## config.mk

```make
export PLATFORM = sky130hd
export DESIGN_NAME = serializer_param_flat
export DESIGN_NICKNAME = d
export VERILOG_FILES = /design/src/rtl/serializer_param_if.sv /design/src/rtl/serializer_param.sv /design/src/flat_wrapper.sv
export SDC_FILE = /design/constraint.sdc
export NUM_CORES = 1
export LEC_CHECK = 0
export BUFFER_PORTS_ARGS = -buffer_cell sky130_fd_sc_hd__buf_4
export CAP_MARGIN = 20
export CORE_UTILIZATION = 41
export DETAILED_ROUTE_END_ITERATION = 10
export PLACE_DENSITY = 0.69
export SKIP_CTS_REPAIR_TIMING = 1
export SYNTH_ARGS = -nofsm -noshare
export SYNTH_HDL_FRONTEND = slang
export SYNTH_SLANG_ARGS = --single-unit
```

## constraint.sdc

```tcl
create_clock -name clk -period 1.8 [get_ports clk]
set_input_delay 0.54 -clock clk [delete_from_list [all_inputs] [get_ports clk]]
set_output_delay 0.54 -clock clk [all_outputs]
set_load 0.05 [all_outputs]
```

## src/rtl/serializer_param_if.sv

```systemverilog
// serializer_param_if: word-in / bit-out bus of the parametrised serializer.
// The master side supplies the parallel word, its handshake and the bit-rate
// strobe; the slave side (the serializer) returns din_ready and the framed
// serial stream.
interface serializer_param_if #(
    parameter int WIDTH = 8
);
    logic [WIDTH-1:0] din;
    logic             din_valid;
    logic             msb_first;
    logic             din_ready;
    logic             bit_en;
    logic             dout;
    logic             dout_valid;
    logic             dout_last;

    modport master (
        output din, din_valid, msb_first, bit_en,
        input  din_ready, dout, dout_valid, dout_last
    );

    modport slave (
        input  din, din_valid, msb_first, bit_en,
        output din_ready, dout, dout_valid, dout_last
    );
endinterface

```

## src/rtl/serializer_param.sv

```systemverilog
// serializer_param: WIDTH-bit parallel-to-serial converter with valid/ready
// word input, per-word bit order and a bit_en rate strobe. Outputs are
// registered; din_ready opens in IDLE or on the final bit of a frame with
// bit_en, so back-to-back words stream without a gap.
// Optional feature: define SERIALIZER_PARITY_EN to append one parity bit per
// frame (even parity, or odd when ODD_PARITY = 1).
module serializer_param #(
    parameter int WIDTH      = 8,
    parameter int ODD_PARITY = 0
) (
    input  logic                clk,
    input  logic                rst_n,
    serializer_param_if.slave   bus
);
    localparam int CNT_W = $clog2(WIDTH + 1);
    localparam logic [CNT_W-1:0] CNT_LOAD = CNT_W'(WIDTH - 1);
    localparam logic [CNT_W-1:0] CNT_ONE  = CNT_W'(1);

    if (WIDTH < 2 || (ODD_PARITY != 0 && ODD_PARITY != 1)) begin : g_param_check
        $error("serializer_param: WIDTH must be >= 2 and ODD_PARITY 0 or 1");
    end

`ifdef SERIALIZER_PARITY_EN
    typedef enum logic [1:0] {IDLE, SHIFT, PAR} state_t;
`else
    typedef enum logic {IDLE, SHIFT} state_t;
`endif

    state_t           state;
    logic [WIDTH-1:0] sreg;
    logic             msb_q;
    logic [CNT_W-1:0] bit_cnt;
    logic             dout_q;
    logic             valid_q;
    logic             last_q;
`ifdef SERIALIZER_PARITY_EN
    logic             par_q;
`endif

    logic ready;
    logic xfer;
    logic first_bit;
    logic next_bit;

    // Handshake window and the bit selected for the next presentation.
    always_comb begin
        ready     = (state == IDLE) | (last_q & bus.bit_en);
        xfer      = bus.din_valid & ready;
        first_bit = bus.msb_first ? bus.din[WIDTH-1] : bus.din[0];
        next_bit  = msb_q ? sreg[WIDTH-2] : sreg[1];
    end

    assign bus.din_ready  = ready;
    assign bus.dout       = dout_q;
    assign bus.dout_valid = valid_q;
    assign bus.dout_last  = last_q;

    // Frame FSM: load on transfer, advance one bit per enabled cycle, end or
    // reload on the final bit.
    always_ff @(posedge clk or negedge rst_n) begin
        if (!rst_n) begin
            state   <= IDLE;
            sreg    <= '0;
            msb_q   <= 1'b0;
            bit_cnt <= '0;
            dout_q  <= 1'b0;
            valid_q <= 1'b0;
            last_q  <= 1'b0;
`ifdef SERIALIZER_PARITY_EN
            par_q   <= 1'b0;
`endif
        end else if (xfer) begin
            state   <= SHIFT;
            sreg    <= bus.din;
            msb_q   <= bus.msb_first;
            bit_cnt <= CNT_LOAD;
            dout_q  <= first_bit;
            valid_q <= 1'b1;
            last_q  <= 1'b0;
`ifdef SERIALIZER_PARITY_EN
            par_q   <= (^bus.din) ^ (ODD_PARITY != 0);
`endif
        end else if (bus.bit_en) begin
            case (state)
                SHIFT: begin
                    if (bit_cnt != '0) begin
                        sreg    <= msb_q ? {sreg[WIDTH-2:0], 1'b0} : {1'b0, sreg[WIDTH-1:1]};
                        dout_q  <= next_bit;
                        bit_cnt <= bit_cnt - CNT_ONE;
`ifndef SERIALIZER_PARITY_EN
                        last_q  <= (bit_cnt == CNT_ONE);
`endif
                    end else begin
`ifdef SERIALIZER_PARITY_EN
                        state   <= PAR;
                        dout_q  <= par_q;
                        last_q  <= 1'b1;
`else
                        state   <= IDLE;
                        dout_q  <= 1'b0;
                        valid_q <= 1'b0;
                        last_q  <= 1'b0;
`endif
                    end
                end
`ifdef SERIALIZER_PARITY_EN
                PAR: begin
                    state   <= IDLE;
                    dout_q  <= 1'b0;
                    valid_q <= 1'b0;
                    last_q  <= 1'b0;
                end
`endif
                default: begin
                end
            endcase
        end
    end
endmodule

```

## src/flat_wrapper.sv

```systemverilog
// flat-port wrapper written by rule: the top's interface ports become plain ports
module serializer_param_flat 
#(
    parameter int WIDTH      = 8,
    parameter int ODD_PARITY = 0
)
  (clk, rst_n, bus_din, bus_din_valid, bus_msb_first, bus_bit_en, bus_din_ready, bus_dout, bus_dout_valid, bus_dout_last);
  serializer_param_if #(.WIDTH(WIDTH)) bus_i ();
  input  logic clk;
  input  logic rst_n;
  input wire logic [$bits(bus_i.din)-1:0] bus_din;
  input wire logic [$bits(bus_i.din_valid)-1:0] bus_din_valid;
  input wire logic [$bits(bus_i.msb_first)-1:0] bus_msb_first;
  input wire logic [$bits(bus_i.bit_en)-1:0] bus_bit_en;
  output wire logic [$bits(bus_i.din_ready)-1:0] bus_din_ready;
  output wire logic [$bits(bus_i.dout)-1:0] bus_dout;
  output wire logic [$bits(bus_i.dout_valid)-1:0] bus_dout_valid;
  output wire logic [$bits(bus_i.dout_last)-1:0] bus_dout_last;
  assign bus_i.din = bus_din;
  assign bus_i.din_valid = bus_din_valid;
  assign bus_i.msb_first = bus_msb_first;
  assign bus_i.bit_en = bus_bit_en;
  assign bus_din_ready = bus_i.din_ready;
  assign bus_dout = bus_i.dout;
  assign bus_dout_valid = bus_i.dout_valid;
  assign bus_dout_last = bus_i.dout_last;
  serializer_param #(.WIDTH(WIDTH), .ODD_PARITY(ODD_PARITY)) u_core (.clk(clk), .rst_n(rst_n), .bus(bus_i));
endmodule
```

==> impl_metrics.py, run 1 <==
metrics = {
    "power_and_ir_drop": {
        "p_per_area_mw_per_mm2": 1710,
        "clockPowerShare_pct": 10.0,
        "combPwrFrac_pct": 52.9,
        "p_int_w": 0.00116,
        "p_total_w": 0.00211,
        "power_leakage_nw": 0.524,
        "seq_power_share_pct": 37.1,
        "switching_share_pct": 44.9,
        "ir_drop_v": 0.00115,
        "p_switching_w": 0.000948,
    },
    "placement": {
        "placed_area_mm2": 0.00118,
        "port-buffer-count": 16,
        "gp_congestion": 0.792,
        "dp_hpwl_um": 1660,
    },
    "logic_synthesis": {
        "ys_ff_latch": 17,
        "synth_async_sr_flop_share_pct": 100,
        "synth_top_area_cell": "dfrtp_1",
        "ys_seq_area_share_pct": 42.3,
        "synth_top_area_share_pct": 42.3,
        "synthTopCellsByArea": "dfrtp_1, nand3_1, o31ai_1",
        "synthCells": 102,
        "synth.distinct_cells": 30,
        "avgSynthCellArea_um2": 9.85,
        "synth_ff_type": "dfrtp_1",
        "synth_nets": 117,
        "yosysWarnings": 0,
        "synth_edf_count": 0,
        "syn_area_mm2": 0.00100,
    },
    "grt": {
        "grtUsageMet1_pct": 27.8,
        "grt_pass1_wl_um": 4070,
        "busiest_layer": "met2",
        "grt_pass1_vias": 869,
        "met3_usage_pct": 3.51,
        "grt_usage_pct": 20.9,
        "grt_max_degree": 18,
        "grt-ovfl-total": 0,
        "antenna_found_initial": 0,
        "use_met2_pct": 35.3,
    },
    "timing": {
        "setup_viol": 0,
        "period_share_pct": 95.9,
        "setup_tns_ps": 0,
        "rsz0062_at_grt": "false",
        "hold_ws_ps": 91.0,
        "drv_slew": 0,
        "fmax_ghz": 0.579,
        "hold_violations": 0,
        "skew_ps": 6.15,
        "slew_headroom_pct": 68.0,
        "period_minus_slack_ps": 1730,
        "worst_pin_slew_ps": 480,
    },
    "floorplan": {
        "dieArea_mm2": 0.00265,
        "die_h_um": 51.5,
        "ioPinCount": 17,
        "die-width_um": 51.5,
        "core.rowCount": 17,
        "core_mm2": 0.00225,
        "start_util_pct": 44.6,
    },
    "worst_hold_path": {
        "hp-class": "in2async",
    },
    "clock_network": {
        "clock-root-buffer": "clkbuf_4",
        "cts-buffers-inserted": 3,
        "cts_num_sinks": 17,
        "cts_tree": "yes",
        "h-tree-depth": 1,
        "clock_latency_ps": 290,
        "path_clk_slew_ps": 110,
        "clockBufferDepth": 2,
    },
    "drt": {
        "routedWlPerCell_um": 16.2,
        "dr.pass1.iters": 4,
        "avgViaCountPerCell": 6.14,
        "antenna_left": 0,
        "drc": 0,
        "drtIter0Drc": 37,
        "vias": 934,
        "wl_um": 2470,
    },
    "final_layout": {
        "diodes": 0,
        "area_growth_pct": 22.5,
        "final_cell_area_mm2": 0.00123,
        "fin_nets": 140,
        "drive_gt1_share_pct": 32.3,
    },
    "critical_path": {
        "crit_type": "reg2out",
        "cp-start-kind": "flop",
        "arrival_ps": 1190,
        "cp.required_ps": 1260,
        "path_max_fanout": 6,
        "endpoint_kind": "output pin",
    },
    "flow_run": {
        "maxCapViolCount": 0,
    },
    "status": {
        "outcome": "finished clean",
    },
}
[per-layer routing]
layer / part of all wire, % / vias to the layer above
met2: 49 / 30
met1: 45 / 468
li1: - / 431
met3: 5.3 / 5
met4: 0.85 / 0
met5: 0 / -
[registers in the layout, indices dropped and copies added, names as in the netlist]
register,cells
u_core.bus.dout,1
u_core.bit_cnt,4
u_core.bus.dout_valid,1
u_core.state,1
u_core.msb_q,1
u_core.sreg,8
u_core.bus.dout_last,1
[kinds of logic after synthesis]
family	Yosys count	share of synthesized area, %
buffers and inverters	11	4.86
muxes	5	5.23
and+or+nand+nor	34	19.6
AOI/OAI and AO/OA	33	25.5
DFF	17	42.3
adders and majority gates	2	2.49
[through the flow]
step | instances | setup WS (ps) | utilization (%)
floorplan | 102 | 221 | -
global placement | 146 | 125 | 52.2
detailed placement | 146 | 108 | 52.2
CTS | 150 | -23.5 | 53.4
global route | 152 | 16.0 | 54.6
finish | 152 | 73.9 | 54.6
[worst max-delay path, cell delays in order, from the launching register on]
cell	delay, ps
dfrtp_2	420
a21boi_4	250
inv_4	40
buf_4	180
[power groups by stage]
stage	Clock [W]	Sequential, W	Combinational (W)
2_1_floorplan	0	0.000791	0.000708
3_3_place_gp	0	0.000766	0.00103
3_5_place_dp	0	0.000768	0.00105
4_1_cts	0.000207	0.000763	0.00106
5_1_grt	0.000228	0.000810	0.00122
6_report	0.000211	0.000782	0.00112
[area by class of cell]
class                   count  area [um2]
well taps                  28        35.0
flip-flops and latches     17         427
repair buffers             24         180
inverters                   5        21.3
clock buffers               4        26.3
multi-input cells          74         542
fillers                   228        1020
[cells in the mapped netlist, types with 2 or more instances]
library cell,n
dfrtp_1,17
nand3_1,11
o21ai_0,7
o31ai_1,7
a2111oi_0,6
a21oi_1,6
nand2_1,6
nor2b_1,6
buf_2,4
inv_1,4
mux2i_1,3
nor3_1,3
a31oi_1,2
clkbuf_1,2
ha_1,2
mux2_2,2
[placed cells by master, fill, tap and decap left out]
master / count
a2111oi_0: 3
a2111oi_1: 3
a2111oi_4: 1
a21boi_4: 1
a21o_2: 1
a21oi_1: 6
a221o_1: 1
a31oi_1: 2
and2_2: 1
buf_4: 24
clkbuf_1: 1
clkbuf_4: 3
dfrtp_1: 16
dfrtp_2: 1
ha_1: 2
inv_1: 4
inv_4: 1
mux2_2: 2
mux2i_1: 3
nand2_1: 6
nand3_1: 11
nand4_1: 1
nand4b_1: 1
nor2_2: 1
nor2b_1: 6
nor3_1: 3
nor3b_2: 1
o21ai_0: 7
o311ai_0: 1
o31ai_1: 6
o31ai_2: 1
or3_1: 1
or3b_4: 1
or4b_2: 1
[path summary, 6_finish.rpt]
path	from	to	slack (ps)	cells past startpoint
max reg2reg	u_core.bit_cnt[0]	u_core.sreg[5]	100	6
min	rst_n	u_core.bus.dout_last	90	1
max	u_core.state	bus_din_ready	70	3
min in group clk	bus_din[5]	u_core.sreg[5]	480	3
min reg2reg	u_core.bus.dout_valid	u_core.bus.dout_valid	530	2
max in group asynchronous	rst_n	u_core.state	1500	1
Note: power is estimated with default switching activity, not from simulation.
==> inputs of run 2 (changes only) <==
MAX_ROUTING_LAYER = met4   (was not set)
==> impl_metrics.py, run 2 (synthesis gave the netlist of run 1 again) <==
metrics = {
    "status": {
        "outcome": "finished clean",
    },
    "clock_network": {
        "cts_tree": "yes",
        "clock_latency_ps": 290,
        "cts-buffers-inserted": 3,
        "clockBufferDepth": 2,
        "h-tree-depth": 1,
        "path_clk_slew_ps": 100,
        "clock-root-buffer": "clkbuf_4",
        "cts_num_sinks": 17,
    },
    "placement": {
        "dp_hpwl_um": 1660,
        "port-buffer-count": 16,
        "gp_congestion": 0.803,
        "dp.cells": 146,
    },
    "power_and_ir_drop": {
        "p_per_area_mw_per_mm2": 1710,
        "p_switching_w": 0.000943,
        "clockPowerShare_pct": 9.9,
        "seq_power_share_pct": 37.0,
        "power_leakage_nw": 0.524,
        "combPwrFrac_pct": 53.0,
        "p_int_w": 0.00116,
        "p_total_w": 0.00211,
        "switching_share_pct": 44.8,
        "ir_drop_v": 0.00115,
    },
    "timing": {
        "fmax_ghz": 0.578,
        "slew_headroom_pct": 67.7,
        "period_share_pct": 96.1,
        "worst_pin_slew_ps": 485,
        "drv_slew": 0,
        "hold_violations": 0,
        "skew_ps": 1.99,
        "period_minus_slack_ps": 1730,
        "rsz0062_at_grt": "false",
        "setup_viol": 0,
    },
    "final_layout": {
        "layout_commonest_cell": "buf_4",
        "largest_registers": "u_core.sreg: 8 flops, u_core.bit_cnt: 4 flops",
        "largest_register": "u_core.sreg",
        "layout_common_cells": "buf_4, dfrtp_1, nand3_1",
        "fin_util_pct": 54.6,
        "diodes": 0,
        "fin_cells": 152,
        "area_growth_pct": 22.5,
        "fin_nets": 140,
        "largest_register_ffs": 8,
        "drive_gt1_share_pct": 32.3,
    },
    "grt": {
        "grtUsageMet1_pct": 27.8,
        "antenna_found_initial": 0,
        "busiest_layer": "met2",
        "grt_pass1_wl_um": 4080,
        "grt_max_degree": 18,
        "grt_usage_pct": 21.5,
        "grt_pass1_vias": 868,
        "use_met2_pct": 35.3,
        "grt-ovfl-total": 0,
        "met3_usage_pct": 3.51,
    },
    "floorplan": {
        "core_mm2": 0.00225,
        "start_util_pct": 44.6,
        "ioPinCount": 17,
        "die_h_um": 51.5,
        "die-width_um": 51.5,
        "core.rowCount": 17,
        "dieArea_mm2": 0.00265,
    },
    "drt": {
        "avgViaCountPerCell": 6.10,
        "vias": 927,
        "antenna_left": 0,
        "wl_um": 2440,
        "dr.pass1.iters": 4,
        "drtIter0Drc": 37,
        "drc": 0,
        "routedWlPerCell_um": 16.0,
    },
    "critical_path": {
        "arrival_ps": 1190,
        "cp.required_ps": 1260,
        "path_cells": "a21boi_4 > inv_4 > buf_4",
        "crit_type": "reg2out",
        "endpoint_kind": "output pin",
        "crit_path_max_incr_delay_ps": 430,
        "slowest_stage": "dfrtp_2",
        "cp-start-kind": "flop",
        "path_max_fanout": 6,
    },
    "worst_hold_path": {
        "hp-class": "in2async",
    },
    "flow_run": {
        "maxCapViolCount": 0,
    },
}
==> run 2: final cells by class <==
class / count / area [um2]
timing repair buffer: 24 / 180
clock buffer: 4 / 26.3
multi-input combinational: 74 / 542
tap: 28 / 35.0
inverter: 5 / 21.3
fill: 228 / 1020
sequential: 17 / 427
==> run 2: worst paths after layout <==
path                                    endpoint  slack (ps)                   from  cells after the start
setup / recovery                   bus_din_ready          70           u_core.state                      3
hold / removal             u_core.bus.dout_valid         100                  rst_n                      1
setup reg to reg                  u_core.sreg[5]         110      u_core.bit_cnt[0]                      6
hold reg to reg            u_core.bus.dout_valid         530  u_core.bus.dout_valid                      2
max in group asynchronous           u_core.state        1500                  rst_n                      1
min in group clk                  u_core.sreg[2]         480             bus_din[2]                      3
==> run 2: critical path: cells and delay by family, from the launching register on <==
family / cells / cell delay, ps
buffers and inverters: 2 / 230
DFF: 1 / 430
AOI/OAI and AO/OA: 1 / 250
==> run 2: power by group through the flow <==
stage / logic [W] / registers [W] / clock network (W)
after global routing: 0.00122 / 0.000810 / 0.000228
after detailed placement: 0.00105 / 0.000768 / 0
final: 0.00112 / 0.000780 / 0.000209
after floorplan: 0.000708 / 0.000791 / 0
after global placement: 0.00103 / 0.000766 / 0
after CTS: 0.00106 / 0.000763 / 0.000207
==> run 2: routing by layer <==
layer / up-vias / part of all wire [%]
met5: - / 0
met4: 0 / 0.78
met2: 31 / 48
li1: 430 / -
met1: 462 / 46
met3: 4 / 5.1
==> run 2: stage by stage <==
step / worst slack (ps) / hold WS, ps / setup TNS, ps / area [um2]
after floorplan: 221 / 244 / 0 / 1000
after global placement: 125 / 420 / 0 / 1180
after detailed placement: 108 / 419 / 0 / 1180
after CTS: -23.5 / 107 / -23.5 / 1200
after global routing: 16.0 / 100 / 0 / 1230
final: 69.3 / 95.5 / 0 / 1230
==> inputs of run 3 (changes only) <==
ABC_AREA = 1   (was not set)
==> impl_metrics.py, run 3 <==
metrics = {
    "drt": {
        "avgViaCountPerCell": 5.06,
        "vias": 981,
        "drtIter0Drc": 25,
        "wl_um": 2340,
        "dr.pass1.iters": 4,
        "drc": 0,
        "antenna_left": 0,
        "routedWlPerCell_um": 12.0,
    },
    "logic_synthesis": {
        "synth_edf_count": 0,
        "ys_ff_latch": 17,
        "synth.distinct_cells": 18,
        "synthCells": 149,
        "synth_nets": 164,
        "synth_async_sr_flop_share_pct": 100,
        "avgSynthCellArea_um2": 6.95,
        "synth_top_area_cell": "dfrtp_1",
        "ys_seq_area_share_pct": 41.1,
        "synth_top_area_share_pct": 41.1,
        "yosys-top-cells-count": "nand2_1, dfrtp_1, nand3_1",
        "synth.most_common_cell": "nand2_1",
        "synth_ff_type": "dfrtp_1",
        "yosysWarnings": 0,
        "syn_area_mm2": 0.00104,
        "synthTopCellsByArea": "dfrtp_1, nand2_1, nand3_1",
    },
    "timing": {
        "fmax_ghz": 0.590,
        "hold_violations": 0,
        "rsz0062_at_grt": "false",
        "setup_tns_ps": 0,
        "worst_pin_slew_ps": 312,
        "period_share_pct": 94.1,
        "slew_headroom_pct": 79.2,
        "drv_slew": 0,
        "setup_viol": 0,
        "skew_ps": 7.64,
        "period_minus_slack_ps": 1690,
    },
    "placement": {
        "gp_congestion": 0.839,
        "port-buffer-count": 16,
        "dp_hpwl_um": 1770,
        "dp.cells": 190,
    },
    "grt": {
        "grt_max_degree": 18,
        "met3_usage_pct": 2.61,
        "grt_usage_pct": 20.3,
        "antenna_found_initial": 0,
        "busiest_layer": "met2",
        "grt_pass1_vias": 959,
        "use_met2_pct": 34.2,
        "grt_pass1_wl_um": 4000,
        "grt-ovfl-total": 0,
        "grtUsageMet1_pct": 24.5,
    },
    "floorplan": {
        "ioPinCount": 17,
        "core_mm2": 0.00230,
        "core.rowCount": 17,
        "die-width_um": 52.3,
        "dieArea_mm2": 0.00273,
        "die_h_um": 52.3,
        "start_util_pct": 45.1,
    },
    "clock_network": {
        "h-tree-depth": 1,
        "clockBufferDepth": 2,
        "clock-root-buffer": "clkbuf_4",
        "cts-buffers-inserted": 3,
        "cts_tree": "yes",
        "clock_latency_ps": 290,
        "path_clk_slew_ps": 110,
        "cts_num_sinks": 17,
    },
    "critical_path": {
        "crit_type": "reg2out",
        "cp-start-kind": "flop",
        "ff2ff_path_depth": 7,
        "arrival_ps": 1150,
        "path_max_fanout": 8,
        "cp.required_ps": 1260,
        "endpoint_kind": "output pin",
    },
    "final_layout": {
        "diodes": 0,
        "layout_common_cells": "nand2_1, buf_4, dfrtp_1",
        "fin_nets": 182,
        "area_growth_pct": 15.3,
        "fin_cells": 194,
        "layout_commonest_cell": "nand2_1",
        "fin_util_pct": 52.0,
        "largest_registers": "u_core.sreg: 8 flops, u_core.bit_cnt: 4 flops",
        "fillers": 235,
        "largest_register": "u_core.sreg",
        "drive_gt1_share_pct": 18.7,
        "largest_register_ffs": 8,
    },
    "power_and_ir_drop": {
        "p_per_area_mw_per_mm2": 1700,
        "p_total_w": 0.00203,
        "power_leakage_nw": 0.695,
        "ir_drop_v": 0.000739,
    },
    "worst_hold_path": {
        "hp-class": "in2async",
    },
    "status": {
        "outcome": "finished clean",
    },
    "flow_run": {
        "maxCapViolCount": 0,
    },
}
## run 3: cell count changes after synthesis, sizes merged, moves of 3 or more
cell,change
inv,+7
a2111oi,-7
a21oi,-5
nor2b,-6
o31ai,-7
mux2i,-3
nand3,+3
nand2,+81
## run 3: per-stage QoR
step	hold slack (ps)	cell area [um2]	setup slack, ps
after detailed placement	422	1170	182
after floorplan	244	1040	95.4
after CTS	98.3	1190	103
after global routing	102	1190	49.8
after global placement	419	1170	193
final	91.3	1190	105
## run 3: layer usage
metal	up-vias	routed length [um]
met5	-	0
met4	0	14
met3	2	58
met2	11	1140
met1	472	1120
li1	496	-
## run 3: power breakdown
| part | switching [W] | total, W | internal (W) | leakage [nW] |
|---|---|---|---|---|
| sequential | 0.000151 | 0.000698 | 0.000547 | 0.211 |
| combinational | 0.000745 | 0.00112 | 0.000371 | 0.469 |
| clock | 0.000128 | 0.000214 | 0.0000861 | 0.0150 |
## run 3: worst paths after layout
check / startpoint / slack, ps / to
max in group asynchronous: rst_n / 1510 / u_core.bit_cnt[0]
max: u_core.bus.dout_last / 110 / bus_din_ready
max reg2reg: u_core.bit_cnt[1] / 350 / u_core.state
min in group clk: bus_bit_en / 450 / u_core.state
min: rst_n / 90 / u_core.sreg[5]
min reg2reg: u_core.bus.dout / 500 / u_core.bus.dout
## run 3: worst max-delay path, stage by stage (launching register included)
cell and delay, ps:
dfrtp_1 400, nand2_1 80, nand2_2 160, buf_4 230
## run 3: cell families (layout without fill, tap and decap cells)
logic type	after synthesis	count (layout)	share of synthesized area (%)
buffers and inverters	17	34	8.21
and+or+nand+nor	106	106	44.6
adders and majority gates	2	2	2.42
AOI/OAI and AO/OA	7	7	3.74
DFF	17	17	41.1
## run 3: cell type report
class,count,area [um2],share of cell area (%)
Clock buffer,4,26.3,2.20
Timing Repair Buffer,18,135,11.3
Sequential cell,17,425,35.6
Inverter,12,47.5,3.98
Multi-Input combinational cell,115,526,44.0
Tap cell,28,35.0,2.93
